`config.mk`:
```
export PLATFORM = sky130hd
export DESIGN_NAME = subtractor_nibble_serial_8b
export DESIGN_NICKNAME = d
export VERILOG_FILES = /design/src/rtl/subtractor_nibble_serial_8b_pkg.sv /design/src/rtl/adder_ripple_carry_nb.sv /design/src/rtl/subtractor_nibble_serial_8b.sv
export SDC_FILE = /design/constraint.sdc
export NUM_CORES = 1
export LEC_CHECK = 0
export CAP_MARGIN = 20
export CORE_MARGIN = 2
export CORE_UTILIZATION = 55
export CTS_BUF_LIST = sky130_fd_sc_hd__clkbuf_4
export CTS_CLUSTER_DIAMETER = 100
export DETAILED_ROUTE_END_ITERATION = 10
export HOLD_SLACK_MARGIN = 0.08
export PLACE_DENSITY = 0.86
export SLEW_MARGIN = 5
export SYNTH_ARGS = -nofsm -noshare
export SYNTH_HDL_FRONTEND = slang
export SYNTH_HIERARCHICAL = 1
export SYNTH_SLANG_ARGS = --single-unit
export TNS_END_PERCENT = 10
```
`constraint.sdc`:
```
create_clock -name clk -period 8.75 [get_ports clk]
set_clock_uncertainty 0.2 [all_clocks]
set_input_delay 1.75 -clock clk [delete_from_list [all_inputs] [get_ports clk]]
set_output_delay 1.75 -clock clk [all_outputs]
set_load 0.01 [all_outputs]
```
`src/rtl/subtractor_nibble_serial_8b_pkg.sv`:
```
// Shared definitions for the nibble-serial subtractor: FSM encoding,
// default geometry and chunk-index sizing.
package subtractor_nibble_serial_8b_pkg;

    typedef enum logic [1:0] {
        IDLE = 2'd0,
        CALC = 2'd1,
        DONE = 2'd2
    } state_t;

    localparam int unsigned DEF_NBITS   = 8;
    localparam int unsigned DEF_CHUNK   = 4;
    localparam int unsigned DEF_NCHUNKS = DEF_NBITS / DEF_CHUNK;

    // A single-chunk configuration still needs a one-bit index register.
    function automatic int unsigned idx_width(input int unsigned n);
        return (n <= 1) ? 1 : $clog2(n);
    endfunction

    localparam int unsigned DEF_KW = idx_width(DEF_NCHUNKS);

endpackage

```
`src/rtl/adder_ripple_carry_nb.sv`:
```
// W-bit ripple-carry adder slice with carry in and carry out.
module adder_ripple_carry_nb #(
    parameter int unsigned W = 4
) (
    input  logic [W-1:0] a,
    input  logic [W-1:0] b,
    input  logic         cin,
    output logic [W-1:0] s,
    output logic         cout
);

    logic c;

    always_comb begin
        s = '0;
        c = cin;
        for (int unsigned i = 0; i < W; i++) begin
            s[i] = a[i] ^ b[i] ^ c;
            c    = (a[i] & b[i]) | (c & (a[i] ^ b[i]));
        end
        cout = c;
    end

endmodule

```
`src/rtl/subtractor_nibble_serial_8b.sv`:
```
// Multi-cycle subtractor/comparator: in0 - in1 computed CHUNK bits per cycle
// through one ripple slice, with unsigned/signed compare flags.
module subtractor_nibble_serial_8b
    import subtractor_nibble_serial_8b_pkg::*;
#(
    parameter int unsigned NBITS = DEF_NBITS,
    parameter int unsigned CHUNK = DEF_CHUNK
) (
    input  logic             clk,
    input  logic             rst,
    input  logic             req_val,
    output logic             req_rdy,
    input  logic [NBITS-1:0] in0,
    input  logic [NBITS-1:0] in1,
    output logic             resp_val,
    input  logic             resp_rdy,
    output logic [NBITS-1:0] diff,
    output logic             borrow,
    output logic             zero,
    output logic             ovf,
    output logic             neg
);

    localparam int unsigned   NCHUNKS = NBITS / CHUNK;
    localparam int unsigned   KW      = idx_width(NCHUNKS);
    localparam logic [KW-1:0] KLAST   = KW'(NCHUNKS - 1);

    state_t           state, state_nx;
    logic [KW-1:0]    k;
    logic             carry;
    logic [NBITS-1:0] a, b, diff_nx;
    logic [CHUNK-1:0] a_sl, nb_sl, s_sl;
    logic             cout, last, ovf_nx;

    assign a_sl  = a[k*CHUNK +: CHUNK];
    assign nb_sl = ~b[k*CHUNK +: CHUNK];
    assign last  = (k == KLAST);

    adder_ripple_carry_nb #(.W(CHUNK)) u_add (
        .a    (a_sl),
        .b    (nb_sl),
        .cin  (carry),
        .s    (s_sl),
        .cout (cout)
    );

    // Flags on the last slice must see the slice being written this cycle.
    always_comb begin
        diff_nx                    = diff;
        diff_nx[k*CHUNK +: CHUNK]  = s_sl;
        ovf_nx = (a[NBITS-1] != b[NBITS-1]) && (diff_nx[NBITS-1] != a[NBITS-1]);
    end

    assign req_rdy  = rst && (state == IDLE);
    assign resp_val = (state == DONE);

    always_comb begin
        state_nx = state;
        case (state)
            IDLE:    if (req_val)  state_nx = CALC;
            CALC:    if (last)     state_nx = DONE;
            DONE:    if (resp_rdy) state_nx = IDLE;
            default:               state_nx = IDLE;
        endcase
    end

    always_ff @(posedge clk or negedge rst) begin
        if (!rst) state <= IDLE;
        else      state <= state_nx;
    end

    always_ff @(posedge clk or negedge rst) begin
        if (!rst) begin
            k      <= '0;
            carry  <= 1'b0;
            a      <= '0;
            b      <= '0;
            diff   <= '0;
            borrow <= 1'b0;
            zero   <= 1'b0;
            ovf    <= 1'b0;
            neg    <= 1'b0;
        end else begin
            case (state)
                IDLE: if (req_val) begin
                    a     <= in0;
                    b     <= in1;
                    k     <= '0;
                    carry <= 1'b1;
                end
                CALC: begin
                    diff  <= diff_nx;
                    carry <= cout;
                    k     <= k + 1'b1;
                    if (last) begin
                        borrow <= ~cout;
                        zero   <= (diff_nx == '0);
                        ovf    <= ovf_nx;
                        neg    <= diff_nx[NBITS-1] ^ ovf_nx;
                    end
                end
                default: ;
            endcase
        end
    end

endmodule

```
Yosys cells after proc, flatten, opt, wreduce, memory -nomap -nowiden

Index checks and enable logic that the tools add are counted.

Register bits after elaboration: 32
Latch bits: 0
Bits in writable memories: 0
Memory bits (read-only): 0
Output and inout bits: 14
Word-level logic and storage cells: 64
Memories kept: 0

$add $sub $neg: 2
$mul: 0
Div/mod/pow operators: 0
Order comparisons: 0
Eq/ne operators: 7
Shift operators: 4
Muxes and demuxes: 9
Bitwise gates (word level): 23
Reductions and logical operators: 9

Operator list:

| kind                   | count |
|---|---|
| $neg 3->34             | 1 |
| $shift 4x34->8 const A | 1 |
| $shiftx 4x34->8        | 1 |
| $shiftx 8x4->4         | 2 |
| $xor 1x1->1            | 9 |
| $and 1x1->1            | 8 |
| $bwmux 8               | 1 |
| $logic_not 8->1        | 1 |
| $mux 2                 | 3 |
| $pmux 2 s3             | 1 |
| $reduce_and 2->1       | 3 |
| $ne 2x2->1 const B     | 2 |
| $not 4->4              | 1 |
| $or 1x1->1             | 4 |
| $pmux 1 s2             | 2 |
| $reduce_and 3->1       | 1 |
| $eq 2x1->1 const B     | 1 |
| $eq 2x2->1 const B     | 1 |
| $logic_and 1x1->1      | 2 |
| $logic_not 2->1        | 1 |
| $mux 1                 | 2 |
| $ne 1x1->1             | 2 |
| $ne 2x1->1 const B     | 1 |
| $reduce_bool 2->1      | 1 |
| 2 further kinds        | 2 |

Logic depth before layout (Yosys ltp)

Depth in word-level cells: 15
Mapped depth: 13
Gate-level depth less buffers: 12

Hierarchy

The synthesis kept the hierarchy.

Modules (own cells, without submodules):

| module                      | instances | cells each | area each (um^2) |
|---|---|---|---|
| subtractor_nibble_serial_8b | 1         | 99         | 1392.6 |
| adder_ripple_carry_nb       | 1         | 14         | 117.6 |

Least setup slack after synthesis

No wires, ideal clock.

Path type: input to output
Start: input port rst
End: output port req_rdy
Data arrival time: 2.056 ns
Required time: 6.800 ns
Path slack: 4.744 ns
Stages: 1
Path buffers: 0
Cells stage by stage: nor3b_1

Longest elaborated chain between the ends: 1

RTL lines:

| element            | RTL line                          | text |
|---|---|---|
| start: declaration | subtractor_nibble_serial_8b.sv:10 | `input logic rst,` |
| $logic_and 1x1->1  | subtractor_nibble_serial_8b.sv:54 | `assign req_rdy = rst && (state == IDLE);` |
| end: declaration   | subtractor_nibble_serial_8b.sv:12 | `output logic req_rdy,` |

No other way between the ends.

Worst setup path in the final report

Same ends and word-level chain as after synthesis.

==> metrics.md <==
| Metric | Value |
|---|---|
| Outcome | `completed` |
| Hold path startpoint | `zero` |
| Final ANT Viol Nets | `0` |
| Reg-to-Reg Start | `k` |
| VDD IR-drop max | `roughly 0.29 mV` |
| Synth Area in XOR/XNOR | `0%` |
| Synth-to-layout area growth | `28.2%` |
| Met2 GRT Util | `around a third` |
| Row count | `19` |
| Initial DRC Count | `11` |
| Max_cap viols | `0` |
| Cells after Synth | `approximately 110` |
| GP Congestion | `between 0.7 and 0.8` |
| Synth Area in Adders | `under 10%` |
| Drt pass-1 iters | `3` |
| Synth cell count leaders | `dfrtp_1, mux2_2, inv_1, mux2_4, nand2_1` |
| Hold Path Stages | `2` |
| WS Path Type | `in2out` |
| Max Fanout on Critical Path | `33` |
| Syn avg cell area | `~13 um^2` |
| Setup-failing EPs final | `0` |
| Compound-gate portion of the synthesized area | `under 10%` |
| # resized after CTS | `0` |
| Gr busiest metal | `met2` |
| Total GRT Usage | `roughly a fifth` |
| Number of enable flip-flop cells after synthesis | `0` |
| Number of I/O port buffers | `33` |
| Yosys warns | `6` |
| Post-synthesis sequential area ratio | `53.0%` |
| Wire length of the first global-routing pass | `4600 um` |
| Met1 Use GR | `21.8%` |
| Worst Path Required | `a little under 7 ns` |
| Setup TNS | `0 ns` |
| Top cell type's share of synthesized area | `a little over half` |
| Ranking of synthesized cells by area | `dfrtp_1, mux2_2, mux2_4` |
| Worst-path clk slew | `approximately 0.11 ns` |
| Initial core utilization | `56.2%` |
| Antenna Cells | `0` |
| Area of the multi-input gates | `622 um^2` |
| Reg2Reg Depth | `12` |
| Slew headroom | `around 67%` |
| Slew @ Worst Pin | `a little under 0.5 ns` |
| CTS Buf Count | `5` |
| Final hold vios | `0` |
| Fmax | `about 190 MHz` |
| Clock Latency Late Sink | `between 0.3 and 0.4 ns` |
| Mapped Area | `0.00151 mm^2` |
| H-tree lvl count | `2` |
| Met3 GRT Util | `roughly 7.4%` |
| Main synth FF type | `dfrtp_1` |
| Initial antenna violation count | `0` |
| Hold path endpoint | `zero` |
| CTS Root Cell | `clkbuf_4` |
| Chip height | `56.4 um` |
| Static leakage | `slightly below 0.9 nW` |
| Total power | `between 0.8 and 0.9 mW` |
| Post-Synth Simple-Gate Area | `under 10%` |
| Largest net degree at the start of global routing | `34` |
| RR Endpoint | `ovf` |
| Post-Place Cells | `about 180` |
| Placed cell areas | `~0.0019 mm^2` |
| TritonCTS clock tree | `done` |
| Fin nets | `roughly 180` |
| Register area | `between 800 and 900 um^2` |
| Clk buf depth | `2` |
| Vias per cell | `5.21` |
| Boundary Pins | `34` |
| Final period utilization | `around three fifths` |
| Hold crit path type | `reg2reg` |
| Data arrival time of the critical path | `~3.4 ns` |
| Vias | `approximately 950` |
| GR Overflow Total | `0` |
| Die area | `0.00318 mm^2` |
| Cell with the most instances after synthesis | `dfrtp_1` |
| Synth async-reset ratio | `100%` |
| Ratio of cells with drive above 1 in the final layout | `between 20% and 30%` |
| FF+latch count, synth | `32` |
| Residual DRC | `0` |
| Unrepaired setup endpoints after global routing | `false` |
| Pwr per Cell Area | `roughly 410 mW/mm^2` |
| Register-to-register setup slack | `~5.4 ns` |
| Slew Limit Fails | `0` |
| Core Area | `approximately 0.0027 mm^2` |
| Cell taking the most area after synthesis | `dfrtp_1` |
| DP HPWL | `1990 um` |
| Final Non-Filler Cells | `about 180` |
| Design area | `between 0.0015 and 0.002 mm^2` |
| Crit. End Element | `output port` |
| Post-CTS setup buffer count | `0` |
| Post-layout min period | `~5.3 ns` |
| Synth Net Count | `around 140` |
| # fillers | `slightly below 200` |
| Largest family of logic cells by synthesized area | `multiplexers` |
| WL final | `~2700 um` |
| Wire per inst | `about 15 um` |
| Mux contribution to synthesized area | `around 25%` |
| Synth cell types | `23` |
| Post-CTS Hold Fix Bufs | `0` |
| Chip width | `~56 um` |
| Num Clock Sinks | `32` |
| Vias in the first global route | `1043` |
| Worst setup SP type | `input pin` |
cells in the final DEF, fill, tap and decap left out:
cell type,instances
a21o_1,1
mux2i_1,4
nor3b_1,2
o31ai_1,1
mux2_4,8
o21ai_0,5
mux2_2,19
nor4_1,2
fa_1,4
nand2b_1,2
clkinv_2,1
inv_1,13
nor2b_1,1
clkinvlp_4,1
o21bai_1,1
a21oi_1,3
nand3b_1,1
bufinv_16,1
buf_4,2
or2_2,1
nor3b_2,1
dfrtp_1,32
nand2_1,6
clkbuf_4,5
nor2_2,1
clkdlybuf4s50_1,33
nor2_1,1
per-layer routing:
layer | share of wire (%) | wire length (um) | up-vias
met3 | 6.4 | 170 | 6
met2 | 52 | 1380 | 30
met5 | 0 | 0 | -
met4 | 2.3 | 61 | 0
met1 | 39 | 1050 | 464
li1 | - | - | 453
per-stage QoR:
| step | hold WS, ns | util, % | worst slack [ns] |
|---|---|---|---|
| after floorplan | 0.276 | - | 4.74 |
| after CTS | 0.309 | 72.1 | 3.38 |
| after global routing | 0.339 | 72.1 | 3.27 |
| final | 0.299 | 72.1 | 3.40 |
| after detailed placement | 0.285 | 69.1 | 3.39 |
| after global placement | 0.261 | 69.1 | 3.44 |
cell families (layout without fill, tap and decap cells):
group           after synthesis  count (layout)
compound gates               11              11
fa+ha+maj                     4               4
buf+inv                      17              56
flops                        32              32
mux                          31              31
simple gates                 18              18
critical path: stages:
cell and delay, ns:
clkdlybuf4s50_1 0.45, buf_4 0.36, nor3b_1 0.25, clkdlybuf4s50_1 0.57
state kept, by name, indices dropped and copies added (netlist names), 2 cells and up:
name   cells
state      2
diff       8
b          8
a          8
layout make-up:
type | count | share of cell area (%)
sequential | 32 | 41.4
inverter | 13 | 2.52
multi-input combinational | 64 | 32.1
tap | 31 | 2.00
timing repair buffer | 35 | 17.8
clock buffer | 5 | 1.94
clock inverter | 3 | 2.20
worst max-delay path by stage:
stage / startpoint / end / slack, ns / depth (start not counted)
after global routing: rst / req_rdy / 3.27 / 4
after CTS: rst / req_rdy / 3.38 / 4
after floorplan: rst / req_rdy / 4.74 / 1
after detailed placement: rst / req_rdy / 3.39 / 4
final: rst / req_rdy / 3.40 / 4
after global placement: rst / req_rdy / 3.44 / 4
power by group:
group          leakage [nW]  total (mW)  internal, mW  switching (mW)
sequential            0.383       0.277         0.221          0.0555
clock                0.0412       0.113        0.0595          0.0537
combinational         0.451       0.410         0.222           0.188
total                 0.875       0.801         0.503           0.297
(Power assumes the default switching activity.)
==> RTL change, RTL diff (same flow settings) <==
The package constant `DEF_CHUNK` goes from 4 to 5.
--- a/src/rtl/subtractor_nibble_serial_8b_pkg.sv
+++ b/src/rtl/subtractor_nibble_serial_8b_pkg.sv
@@ -9,7 +9,7 @@
     } state_t;
 
     localparam int unsigned DEF_NBITS   = 8;
-    localparam int unsigned DEF_CHUNK   = 4;
+    localparam int unsigned DEF_CHUNK   = 5;
     localparam int unsigned DEF_NCHUNKS = DEF_NBITS / DEF_CHUNK;
 
     // A single-chunk configuration still needs a one-bit index register.
Function: changed (a bounded check fails within 4 cycles, from zero or initial values and one cycle with rst low).
==> RTL change against the original RTL <==
Design area is 0.90% higher. Worst setup slack better by 0.035 ns. First-iteration DRC count rose by 36%. Power down 4.3%. Sequential cell count did not move. Clock power fell by 29%. Largest power group unchanged. Area after synthesis increased by 4.5%. Via count up 6.5%. Maximum frequency grew 0.66%. Critical path type unchanged. Routed wire length increased by 1.1%.
==> RTL change: results (changes against the original RTL) <==
[final_layout]
multi_input_area_share=0.3466  ; was 0.3213
clock_area_frac=0.02562  ; was 0.04137
buffers=34  ; was 35
nets=188  ; was 175
drive_gt1_frac=0.1963  ; was 0.2632
multi_input_gates=77  ; was 64
postLayoutCellArea_sq_mm=0.001953  ; was 0.001936 sq mm
n_clock_buffer=6  ; was 5
seq_cell_count=32  ; unchanged
sh_seq_area=0.4100  ; was 0.4137
nonClkBufAreaFrac=0.1730  ; was 0.1784
fillers=188  ; was 198

[global_routing]
met1_usage=0.2298  ; was 0.2181
first_global_vias=1006  ; was 1043
grt_util_all_layers=0.1939  ; was 0.1979
gr-usage-met3=0.07483  ; was 0.07373

[timing]
max_slew_margin=0.3899  ; was 0.6714

[yosys]
synth.mux.area_fraction=0.2014  ; was 0.2477
syn_inst=128  ; was 113
synth_compound_area_frac=0.02300  ; was 0.04143
seq_area_frac_synth=0.5075  ; was 0.5302
synth_area_leaders=dfrtp_1 51%, mux2_2 10%, mux2_4 7.6%  ; was dfrtp_1 53%, mux2_2 14%, mux2_4 8.0%
syn_nets=153  ; was 137
synth.distinct_cells=25  ; was 23
synthAdderAreaFrac=0.06979  ; was 0.05302

[placed_design]
dp_worst_setup_slack_ns=3.400  ; was 3.389 ns
hpwl_microns=2015  ; was 1987 microns
routabilityCongestion=0.7644  ; was 0.7227
dpl_cell_area_sq_mm=0.001903  ; was 0.001856 sq mm

[drt]
wl_per_cell_microns=13.88  ; was 14.55 microns
met2_length_microns=1387  ; was 1382 microns
viasPerCell=5.232  ; was 5.208
firstDrtPassIters=4  ; was 3
met1Wirelength_microns=1094  ; was 1048 microns
wl_met3_microns=146  ; was 170 microns
wirelength_microns=2692  ; was 2663 microns

[power_and_ir_drop]
p_leak_nw=0.8948  ; was 0.8749 nW
worst_ir_drop_vdd_mv=0.2554  ; was 0.2875 mV

[run_status]
status=completed  ; unchanged

[cts]
cts.clk_slew.worst_paths_ns=0.09  ; was 0.11 ns
clock_latency_ns=0.33  ; was 0.35 ns

[floorplanning]
fp.coreArea_sq_mm=0.002734  ; was 0.002686 sq mm

[min_path]
hold_start=zero$_DFFE_PN0P_  ; unchanged

-- RTL change: cell types whose count changed after synthesis, moves of 2 or more --
cell / delta
mux2_2: -5
o21ai_0: -2
a21oi_1: -3
nor3b_4: +2
nor2_1: +3
nand3b_1: +2
nand2_1: +15
-- RTL change: power by group --
part	switching, W	leakage [nW]	internal [W]
clock network	0.0000476	0.0315	0.0000326
logic	0.000184	0.479	0.000218
registers	0.0000626	0.384	0.000221
-- RTL change: final timing paths --
check / endpoint / slack (ns) / depth (start not counted)
worst max-delay path: req_rdy / 3.44 / 4
worst min-delay path: zero$_DFFE_PN0P_ / 0.28 / 2
worst max register to register: zero$_DFFE_PN0P_ / 5.04 / 13
worst min register to register: zero$_DFFE_PN0P_ / 0.28 / 2
max in group asynchronous: a[4]$_DFFE_PN0P_ / 6.45 / 2
min in group asynchronous: neg$_DFFE_PN0P_ / 1.60 / 2
